[config.mk]
export PLATFORM = sky130hd
export DESIGN_NAME = sigpulse_seq
export DESIGN_NICKNAME = d
export VERILOG_FILES = /design/src/rtl/sigpulse_seq_pkg.sv /design/src/rtl/seq_cnt.sv /design/src/rtl/sigpulse_seq.sv
export SDC_FILE = /design/constraint.sdc
export NUM_CORES = 1
export LEC_CHECK = 0
export CAP_MARGIN = 0
export CORE_ASPECT_RATIO = 2
export CORE_MARGIN = 2
export CORE_UTILIZATION = 31
export DETAILED_ROUTE_END_ITERATION = 10
export PLACE_DENSITY = 0.59
export SETUP_SLACK_MARGIN = 0.15
export SLEW_MARGIN = 20
export SYNTH_ARGS = -nofsm -noshare
export SYNTH_HDL_FRONTEND = slang
export SYNTH_SLANG_ARGS = --single-unit
[constraint.sdc]
create_clock -name io_clk -period 3.5 [get_ports io_clk]
set_input_delay 1.05 -clock io_clk [delete_from_list [all_inputs] [get_ports io_clk]]
set_output_delay 1.05 -clock io_clk [all_outputs]
set_load 0.005 [all_outputs]
[src/rtl/sigpulse_seq_pkg.sv]
// Shared types and defaults for the sigpulse burst sequencer.
package sigpulse_seq_pkg;

  typedef enum logic [2:0] {
    ST_IDLE = 3'd0,
    ST_FIRE = 3'd1,
    ST_WAIT = 3'd2,
    ST_GAP  = 3'd3,
    ST_STOP = 3'd4
  } state_e;

  localparam int WDOG_SLACK_DEFAULT = 16;

endpackage

[src/rtl/seq_cnt.sv]
// Saturating up-counter with clear, shared by the gap timer and the watchdog.
// o_hit flags the cycle in which the count reaches i_target.
module seq_cnt
  import sigpulse_seq_pkg::*;
#(
  parameter int W = 33
) (
  input  logic         clk,
  input  logic         rst_n,
  input  logic         i_clr,
  input  logic         i_inc,
  input  logic [W-1:0] i_target,
  output logic         o_hit
);

  localparam logic [W:0] ONE = (W+1)'(1);

  logic [W-1:0] r_cnt;
  logic [W:0]   w_cnt_p1;

  assign w_cnt_p1 = {1'b0, r_cnt} + ONE;

  // The current cycle is the i_target-th counted one, so the caller can
  // leave its state on this edge without an extra cycle of latency.
  assign o_hit = (w_cnt_p1 >= {1'b0, i_target});

  // NOTE: sequential state uses non-blocking assignments so every flop
  // samples the pre-edge value regardless of block evaluation order.
  always_ff @(posedge clk) begin
    if (!rst_n) begin
      r_cnt <= '0;
    end else if (i_clr) begin
      r_cnt <= '0;
    end else if (i_inc && (r_cnt != '1)) begin
      r_cnt <= w_cnt_p1[W-1:0];
    end
  end

endmodule

[src/rtl/sigpulse_seq.sv]
// Burst sequencer for one sigpulse channel: strobes the channel, counts pulse
// completions, spaces pulses by a gap and ends bursts on abort or watchdog.
module sigpulse_seq
  import sigpulse_seq_pkg::*;
#(
  parameter int _RAM_WIDTH = 32,
  parameter int CNT_WIDTH  = 16,
  parameter int WDOG_SLACK = WDOG_SLACK_DEFAULT
) (
  input  logic                  io_clk,
  input  logic                  io_rst,
  input  logic                  cfg_start,
  input  logic                  cfg_abort,
  input  logic [_RAM_WIDTH-1:0] cfg_pulseWidth,
  input  logic [_RAM_WIDTH-1:0] cfg_gap,
  input  logic [CNT_WIDTH-1:0]  cfg_count,
  input  logic                  cfg_defaultLevel,
  output logic                  sp_en,
  output logic                  sp_pwm_dis,
  output logic [_RAM_WIDTH-1:0] sp_pulseWidth,
  output logic                  sp_defaultLevel,
  input  logic                  sp_pulse_valid,
  output logic                  busy,
  output logic                  done,
  output logic                  aborted,
  output logic                  timeout,
  output logic [CNT_WIDTH-1:0]  pulse_idx
);

  localparam int CW = _RAM_WIDTH + 1;

  state_e r_state;
  state_e w_next_state;

  logic [_RAM_WIDTH-1:0] r_width;
  logic [_RAM_WIDTH-1:0] r_gap;
  logic [CNT_WIDTH-1:0]  r_count;
  logic [CNT_WIDTH-1:0]  r_pulse_idx;
  logic                  r_default_level;

  logic r_sp_en;
  logic r_pwm_dis;
  logic r_done;
  logic r_aborted;
  logic r_timeout;

  logic                 w_latch_cfg;
  logic                 w_idx_inc;
  logic                 w_done_normal;
  logic                 w_wdog_trip;
  logic [CNT_WIDTH-1:0] w_idx_plus1;
  logic [CW-1:0]        w_wdog_limit;
  logic [CW-1:0]        w_cnt_target;
  logic                 w_cnt_clr;
  logic                 w_cnt_inc;
  logic                 w_cnt_hit;

  assign w_idx_plus1  = r_pulse_idx + CNT_WIDTH'(1);
  assign w_wdog_limit = CW'(r_width) + CW'(WDOG_SLACK);

  // One counter serves both timers: only one of GAP/WAIT is ever active, and
  // it restarts from zero on every state change.
  assign w_cnt_target = (r_state == ST_GAP) ? CW'(r_gap) : w_wdog_limit;
  assign w_cnt_clr    = (r_state != w_next_state);
  assign w_cnt_inc    = (r_state == ST_WAIT) || (r_state == ST_GAP);

  seq_cnt #(
    .W (CW)
  ) u_seq_cnt (
    .clk      (io_clk),
    .rst_n    (io_rst),
    .i_clr    (w_cnt_clr),
    .i_inc    (w_cnt_inc),
    .i_target (w_cnt_target),
    .o_hit    (w_cnt_hit)
  );

  always_ff @(posedge io_clk) begin
    if (!io_rst) begin
      r_state <= ST_IDLE;
    end else begin
      r_state <= w_next_state;
    end
  end

  // NOTE: every signal driven here gets a default first, so no path through
  // the case can leave one unassigned and infer a latch.
  always_comb begin
    w_next_state  = r_state;
    w_latch_cfg   = 1'b0;
    w_idx_inc     = 1'b0;
    w_done_normal = 1'b0;
    w_wdog_trip   = 1'b0;

    case (r_state)
      ST_IDLE: begin
        if (cfg_start) begin
          w_latch_cfg = 1'b1;
          if (cfg_count == '0) begin
            w_done_normal = 1'b1;
          end else begin
            w_next_state = ST_FIRE;
          end
        end
      end

      ST_FIRE: begin
        w_next_state = cfg_abort ? ST_STOP : ST_WAIT;
      end

      // Abort outranks a coincident completion, which is then not counted.
      ST_WAIT: begin
        if (cfg_abort) begin
          w_next_state = ST_STOP;
        end else if (sp_pulse_valid) begin
          w_idx_inc = 1'b1;
          if (w_idx_plus1 == r_count) begin
            w_next_state  = ST_IDLE;
            w_done_normal = 1'b1;
          end else if (r_gap == '0) begin
            w_next_state = ST_FIRE;
          end else begin
            w_next_state = ST_GAP;
          end
        end else if (w_cnt_hit) begin
          w_next_state = ST_STOP;
          w_wdog_trip  = 1'b1;
        end
      end

      ST_GAP: begin
        if (cfg_abort) begin
          w_next_state = ST_STOP;
        end else if (w_cnt_hit) begin
          w_next_state = ST_FIRE;
        end
      end

      ST_STOP: begin
        w_next_state = ST_IDLE;
      end

      default: begin
        w_next_state = ST_IDLE;
      end
    endcase
  end

  // Strobes are registered against the next state so they line up with the
  // cycle the FSM actually occupies FIRE or STOP.
  always_ff @(posedge io_clk) begin
    if (!io_rst) begin
      r_width         <= '0;
      r_gap           <= '0;
      r_count         <= '0;
      r_default_level <= 1'b0;
      r_pulse_idx     <= '0;
      r_sp_en         <= 1'b0;
      r_pwm_dis       <= 1'b0;
      r_done          <= 1'b0;
      r_aborted       <= 1'b0;
      r_timeout       <= 1'b0;
    end else begin
      if (w_latch_cfg) begin
        r_width         <= cfg_pulseWidth;
        r_gap           <= cfg_gap;
        r_count         <= cfg_count;
        r_default_level <= cfg_defaultLevel;
        r_pulse_idx     <= '0;
      end else if (w_idx_inc) begin
        r_pulse_idx <= w_idx_plus1;
      end

      r_sp_en   <= (w_next_state == ST_FIRE);
      r_pwm_dis <= (w_next_state == ST_STOP);
      r_done    <= (w_next_state == ST_STOP) || w_done_normal;
      r_aborted <= (w_next_state == ST_STOP);
      r_timeout <= w_wdog_trip;
    end
  end

  assign sp_en           = r_sp_en;
  assign sp_pwm_dis      = r_pwm_dis;
  assign sp_pulseWidth   = r_width;
  assign sp_defaultLevel = r_default_level;
  assign busy            = (r_state != ST_IDLE);
  assign done            = r_done;
  assign aborted         = r_aborted;
  assign timeout         = r_timeout;
  assign pulse_idx       = r_pulse_idx;

endmodule
# Yosys cells after proc, flatten, opt, wreduce, memory -nomap -nowiden

Index checks and enable logic that the tools add are counted.

Register bits after elaboration: 137
Bits in latches: 0
Bits in writable memories: 0
Memory bits (read-only): 0
Output and inout bits: 55
Logic and storage cells: 59
Memories: 0

$add $sub $neg: 3
Multiply operators: 0
Divide/modulo/power cells: 0
$lt $le $gt $ge: 1
Equal/unequal tests: 8
Shift operators: 0
Multiplexer cells: 24
Bitwise logic cells: 2
Reductions and logical operators: 10

Operators with widths:

| kind                  | number |
|---|---|
| $add 33x1->34 const B | 1 |
| $ge 34x33->1          | 1 |
| $add 32x5->33 const B | 1 |
| $mux 33               | 1 |
| $ne 33x33->1 const B  | 1 |
| $logic_not 32->1      | 1 |
| $mux 3                | 8 |
| $add 16x1->16 const B | 1 |
| $eq 16x16->1          | 1 |
| $logic_not 16->1      | 1 |
| $pmux 3 s4            | 1 |
| $mux 1                | 11 |
| $eq 3x1->1 const B    | 2 |
| $eq 3x2->1 const B    | 2 |
| $mux 2                | 2 |
| $reduce_or 2->1       | 2 |
| $reduce_or 4->1       | 1 |
| $eq 3x3->1 const B    | 1 |
| $logic_not 3->1       | 1 |
| $ne 3x3->1            | 1 |
| $reduce_bool 3->1     | 1 |
| $logic_or 1x1->1      | 2 |
| $not 1->1             | 2 |
| $pmux 1 s2            | 1 |
| $logic_and 1x1->1     | 1 |

# Longest topological paths before layout

Depth after elaboration: 9
Mapped depth: 19
Gate-level depth less buffers: 18

# By module

A second synthesis with hierarchy kept.

Cell total of the unflattened synthesis: 1077
Area, all modules: 8351.8 um^2

By module, submodules not included:

| module       | times used | cells an instance | area each (um^2) |
|---|---|---|---|
| sigpulse_seq | 1          | 709               | 5444.0 |
| seq_cnt      | 1          | 368               | 2907.8 |

# Worst setup path after synthesis

OpenSTA, ideal clock, no wires.

Kind: register -> register
Start: reg r_width[4], in the netlist sp_pulseWidth[4]
End: reg u_seq_cnt.r_cnt[15]
Library setup time: 0.062 ns
Arrival time: 3.649 ns
Data required time: 3.438 ns
Path slack: -0.211 ns
Cell stages (with the launch flop): 19
Path buffers: 1
Clock period less this slack: 3.711 ns
Cell sequence: dfxtp_1 > ha_1 > nand2_1 > or3_1 > nor2_1 > nand4_1 > or3_1 > nand3_1 > o21ai_0 > ha_1 > a21oi_1 > nand2_1 > a221o_1 > o21bai_1 > o221ai_1 > a31oi_1 > o2bb2ai_2 > buf_6 > nor2_2

Word-level cells in the longest chain between the ends: 9
Elaborated cells between the ends (all ways): 11
Classes of those cells: 1 x add/sub; 1 x order compare; 1 x eq/ne; 7 x mux; 1 x reduce/logical

RTL lines:

| item                                 | RTL line            | source |
|---|---|---|
| start: declaration                   | sigpulse_seq.sv:35  | `logic [_RAM_WIDTH-1:0] r_width;` |
| start signal: assignment             | sigpulse_seq.sv:165 | `r_width <= cfg_pulseWidth;` |
| $add 32x5->33 (*)                    | sigpulse_seq.sv:59  | `assign w_wdog_limit = CW'(r_width) + CW'(WDOG_SLACK);` |
| $mux 33 (*)                          | sigpulse_seq.sv:63  | `assign w_cnt_target = (r_state == ST_GAP) ? CW'(r_gap) : w_wdog_limit;` |
| $ge 34x33->1 (*)                     | seq_cnt.sv:25       | `assign o_hit = (w_cnt_p1 >= {1'b0, i_target});` |
| $mux 3                               | sigpulse_seq.sv:125 | `end else if (w_cnt_hit) begin` |
| $mux 3                               | sigpulse_seq.sv:115 | `end else if (sp_pulse_valid) begin` |
| $mux 3                               | sigpulse_seq.sv:113 | `if (cfg_abort) begin` |
| $pmux 3 s4 (*)                       | sigpulse_seq.sv:95  | `case (r_state)` |
| $ne 3x3->1 (*)                       | sigpulse_seq.sv:64  | `assign w_cnt_clr = (r_state != w_next_state);` |
| $reduce_or 2->1 (no source line) (*) | -                   |  |
| end signal: assignment               | seq_cnt.sv:35       | `r_cnt <= w_cnt_p1[W-1:0];` |
| end: declaration                     | seq_cnt.sv:18       | `logic [W-1:0] r_cnt;` |

Every way passes the cells marked *; elsewhere a longest branch is shown, timed or not.
A chain may end at the register's enable or synchronous reset.

# Worst setup path in the final report

Start: reg r_width[4], in the netlist sp_pulseWidth[4]
End: reg u_seq_cnt.r_cnt[25]

Same word-level chain as after synthesis.

==> metrics.log <==
[metrics] run status: finished, violations left
[metrics] violated checks: negative setup slack
[metrics] worst-case hold path end point: r_gap[17]$_SDFFE_PN0P_
[metrics] first-pass GRT wire length: 43,000 µm
[metrics] pwr dens: 368 nW/µm²
[metrics] Max transition margin: 52.6%
[metrics] count of nets left with antenna violations after detail routing: 0
[metrics] endpoint kind of the worst setup timing path: flop
[metrics] clock latency at the later pin of the worst-skew pair: 0.44 ns
[metrics] total half-perimeter wirelength after legalization and detailed placement: 20,700 µm
[metrics] mean instance size in the synthesized netlist: 7.89 µm²
[metrics] part of the total power dissipated in sequential elements: 39.8%
[metrics] number of buffers added on ports: 140
[metrics] number of rows in the core area: 83
[metrics] proportion of layout cells with a drive suffix above 1: 19.3%
[metrics] start-to-end type of the worst setup path: flop to flop
[metrics] clock share of power: 44.7%
[metrics] top_reg_cell synth: sky130_fd_sc_hd__dfxtp_1
[metrics] residual DRC count: 0
[metrics] FFs w/ async S/R, synth: 0%
[metrics] clock tree root driver cell: sky130_fd_sc_hd__clkbuf_16
[metrics] post-layout net count: 1,377
[metrics] antenna violations before repair: 2
[metrics] period utilization: 106%
[metrics] count of mapped cells out of synthesis: 1,021
[metrics] CORE AREA: 25,700 µm²
[metrics] Clock Path Buffers: 2
[metrics] beginning of the worst register-to-register path: sp_pulseWidth[4]$_SDFFE_PN0P_
[metrics] total wirelength of the detailed-routed design: 27,300 µm
[metrics] fillers: 2,583
[metrics] Inserted Clock Buffers: 17
[metrics] switching fraction of total power: 25.8%
[metrics] Hold Path Stages: 2
[metrics] DRC marker count from the first detailed-route iteration: 380
[metrics] Worst Slack Setup Final: -0.221 ns
[metrics] post-synth design cell area: 8050 µm²
[metrics] top library cells by usage in the layout, fill and taps aside: sky130_fd_sc_hd__nand2_1, sky130_fd_sc_hd__clkdlybuf4s50_1, sky130_fd_sc_hd__dfxtp_1
[metrics] register area share after synthesis: 34.1%
[metrics] Syn. warnings: 0
[metrics] most common cell after layout, fill and taps aside: sky130_fd_sc_hd__nand2_1
[metrics] post-synthesis cell type count: 64
[metrics] Congestion Overflow GR: 0
[metrics] Final Util: 45.3%
[metrics] endpoints failing hold: 0
[metrics] average wire length per cell after detail routing: 17.0 µm
[metrics] clock sink count: 137
[metrics] post-synthesis sequential element count: 137
[metrics] vias in the first global route: 8,271
[metrics] post-layout minimum cycle time: 3.72 ns
[metrics] overall fraction of global-route tracks in use: 20.3%
[metrics] reported net switching power: 1100 µW
[metrics] deepest level of the CTS H-tree: 4
[metrics] destination of the worst register-to-register timing path: u_seq_cnt.r_cnt[25]$_SDFFE_PP0P_
[metrics] start point of the worst hold path: r_gap[17]$_SDFFE_PN0P_
[metrics] pin count of the biggest net entering global routing: 82
[metrics] Area Overhead vs Synth: 44.4%
[metrics] Die Ht: 232 µm
[metrics] Post-Synthesis Net Count: 1,144
[metrics] RSZ-0062 raised after global routing: yes
[metrics] number of max-cap violations: 0
[metrics] number of endpoints failing setup at the final stage: 39
[metrics] largest clock skew in the final design: 0.0148 ns
[metrics] count of boundary I/O pins: 141
[metrics] number of enable-type register cells in the synthesized netlist: 0
[metrics] horizontal extent of the die: 118 µm
[metrics] achievable clock frequency: 269 MHz
[metrics] effective utilization at floorplan: 31.4%
[metrics] final count of pins violating max slew: 0
[metrics] relative contribution of combinational cells to total power: 15.5%
[metrics] TritonCTS clock tree: yes
[metrics] Vias: 7,979
[metrics] maximum fanout count along the critical path: 6
[metrics] Internal Power: 3180 µW
[metrics] path category of the worst min-delay check: flop to flop
[metrics] # placed instances: 1,561
[metrics] CP arrival: 4.05 ns
[metrics] detailed-routing iteration count for the pre-antenna-repair pass: 4
[metrics] count of placed standard cells in the final layout, fillers left out: 1,608
[metrics] Critical Path RT: 3.82 ns
[metrics] reg-to-reg setup timing slack: -0.22 ns
[metrics] die footprint: 27,400 µm²
[metrics] detailed-route vias per instance: 4.96
[metrics] Static Leakage: 0.00445 µW
[metrics] R2R cell count: 19
[metrics] global placer's final weighted congestion: 0.897
[metrics] Clock transition at path regs: 0.06 ns
[metrics] Worst-Margin Slew: 0.711 ns
[metrics] startpoint types: flop
[metrics] worst IR drop on VDD: 0.264 mV
[layer usage]
layer / track usage [%] / vias to the layer above / wire, µm
met1: 18.0 / 3751 / 9230
met3: 3.81 / 71 / 813
met4: 13.4 / 0 / 1620
met5: 0 / - / 0
met2: 40.5 / 181 / 15600
li1: - / 3976 / -
[synth_stat cells, types with 2 or more instances]
cell / instances / area share [%]
sky130_fd_sc_hd__a211oi_1: 2 / 0.19
sky130_fd_sc_hd__a21boi_0: 81 / 7.6
sky130_fd_sc_hd__a21o_1: 2 / 0.19
sky130_fd_sc_hd__a21oi_1: 25 / 1.6
sky130_fd_sc_hd__a221o_1: 2 / 0.25
sky130_fd_sc_hd__and2_1: 3 / 0.23
sky130_fd_sc_hd__and3_1: 9 / 0.70
sky130_fd_sc_hd__and4_1: 4 / 0.44
sky130_fd_sc_hd__buf_2: 3 / 0.19
sky130_fd_sc_hd__buf_4: 4 / 0.37
sky130_fd_sc_hd__buf_6: 3 / 0.42
sky130_fd_sc_hd__clkbuf_1: 40 / 1.9
sky130_fd_sc_hd__clkbuf_2: 3 / 0.19
sky130_fd_sc_hd__dfxtp_1: 137 / 34
sky130_fd_sc_hd__ha_1: 37 / 5.7
sky130_fd_sc_hd__inv_1: 9 / 0.42
sky130_fd_sc_hd__mux2i_1: 9 / 1.1
sky130_fd_sc_hd__nand2_1: 242 / 11
sky130_fd_sc_hd__nand2b_1: 2 / 0.16
sky130_fd_sc_hd__nand3_1: 40 / 2.5
sky130_fd_sc_hd__nand3b_1: 4 / 0.37
sky130_fd_sc_hd__nand4_1: 31 / 2.4
sky130_fd_sc_hd__nor2_1: 56 / 2.6
sky130_fd_sc_hd__nor2_2: 24 / 1.9
sky130_fd_sc_hd__nor2b_1: 7 / 0.54
sky130_fd_sc_hd__nor3_1: 20 / 1.2
sky130_fd_sc_hd__nor3b_1: 4 / 0.37
sky130_fd_sc_hd__nor4_1: 17 / 1.3
sky130_fd_sc_hd__o21a_1: 2 / 0.19
sky130_fd_sc_hd__o21ai_0: 38 / 2.4
sky130_fd_sc_hd__o221ai_1: 2 / 0.22
sky130_fd_sc_hd__o22ai_1: 2 / 0.16
sky130_fd_sc_hd__o31ai_1: 2 / 0.19
sky130_fd_sc_hd__or2_2: 2 / 0.16
sky130_fd_sc_hd__or3_1: 15 / 1.2
sky130_fd_sc_hd__xnor2_1: 59 / 6.4
sky130_fd_sc_hd__xor2_1: 52 / 5.7
[how the worst max path moves through the flow]
stage,start,slack (ns),depth (start not counted),endpoint
after floorplan,sp_pulseWidth[5]$_SDFFE_PN0P_,0.02,18,u_seq_cnt.r_cnt[15]$_SDFFE_PP0P_
final,sp_pulseWidth[4]$_SDFFE_PN0P_,-0.22,19,u_seq_cnt.r_cnt[25]$_SDFFE_PP0P_
after global placement,u_seq_cnt.r_cnt[0]$_SDFFE_PP0P_,-0.58,14,timeout$_SDFF_PP0_
after detailed placement,u_seq_cnt.r_cnt[0]$_SDFFE_PP0P_,-0.59,14,timeout$_SDFF_PP0_
after global routing,sp_pulseWidth[9]$_SDFFE_PN0P_,-0.37,19,u_seq_cnt.r_cnt[11]$_SDFFE_PP0P_
after CTS,sp_pulseWidth[5]$_SDFFE_PN0P_,-0.17,18,u_seq_cnt.r_cnt[13]$_SDFFE_PP0P_
[worst max-delay path, cell delays in order, from the launching register on]
cell and delay, ns:
sky130_fd_sc_hd__dfxtp_4 0.37, sky130_fd_sc_hd__ha_4 0.15, sky130_fd_sc_hd__nand2_4 0.05, sky130_fd_sc_hd__or3_4 0.42, sky130_fd_sc_hd__nor2_4 0.13, sky130_fd_sc_hd__nand4_1 0.13
sky130_fd_sc_hd__buf_6 0.17, sky130_fd_sc_hd__nor2_4 0.11, sky130_fd_sc_hd__nand3_2 0.09, sky130_fd_sc_hd__xnor2_1 0.17, sky130_fd_sc_hd__mux2i_1 0.11, sky130_fd_sc_hd__ha_1 0.31
sky130_fd_sc_hd__nand4_1 0.10, sky130_fd_sc_hd__nor4_2 0.28, sky130_fd_sc_hd__a221o_1 0.19, sky130_fd_sc_hd__a21oi_2 0.08, sky130_fd_sc_hd__a31oi_4 0.22, sky130_fd_sc_hd__o2bb2ai_4 0.26
sky130_fd_sc_hd__clkbuf_16 0.24, sky130_fd_sc_hd__nor2_2 0.03
[power by group through the flow]
| stage | sequential [µW] | clock (µW) | combinational (µW) |
|---|---|---|---|
| after global placement | 1730 | 0 | 627 |
| after floorplan | 1720 | 0 | 300 |
| final | 1700 | 1920 | 664 |
| after detailed placement | 1730 | 0 | 632 |
| after global routing | 1710 | 2020 | 732 |
| after CTS | 1700 | 1960 | 653 |
[timing repair]
item / CTS / global route
buffers inserted: 4 / 8
hold buffers: 0 / 0
gates resized for setup: 25 / 21
pin swaps: 4 / 28
cloned: 1 / 1
setup endpoints to repair: 39 / 39
[through the flow]
stage / setup slack, ns / total power [µW] / TNS (ns) / hold WS, ns / cell area, µm²
6_report: -0.221 / 4280 / -6.75 / 0.482 / 11600
3_3_place_gp: -0.581 / 2360 / -10.25 / 0.458 / 10600
4_1_cts: -0.165 / 4310 / -5.23 / 0.483 / 11400
2_1_floorplan: 0.0186 / 2020 / 0 / 0.453 / 8130
5_1_grt: -0.371 / 4460 / -13.20 / 0.505 / 11600
3_5_place_dp: -0.588 / 2370 / -11.46 / 0.472 / 10600
[cell families (layout without fill, tap and decap cells)]
| family | count (synthesis) | in the layout | synth area share [%] |
|---|---|---|---|
| other | 0 | 2 | 0 |
| and+or+nand+nor | 488 | 488 | 28.6 |
| adders and majority gates | 37 | 37 | 5.75 |
| buffers and inverters | 63 | 307 | 3.50 |
| AOI/OAI and AO/OA | 175 | 176 | 14.8 |
| DFF | 137 | 137 | 34.1 |
| xor gates and xnor gates | 111 | 111 | 12.1 |
| muxes | 10 | 10 | 1.26 |
[layout make-up]
class	instances	area (µm²)	share of cell area [%]
multi-input cells	822	5340	45.9
clock inverters	11	171	1.47
flip-flops and latches	137	2760	23.7
repair buffers	267	2450	21.1
diodes	2	5.00	0.0430
inverters	9	33.8	0.291
clock buffers	20	447	3.84
well taps	340	425	3.66
[state kept, by name, summed over array words and instances (netlist names), 3 cells and up]
signal,count
sp_pulseWidth,32
u_seq_cnt.r_cnt,33
r_gap,32
pulse_idx,16
r_state,3
r_count,16
(Power assumes the default switching activity.)
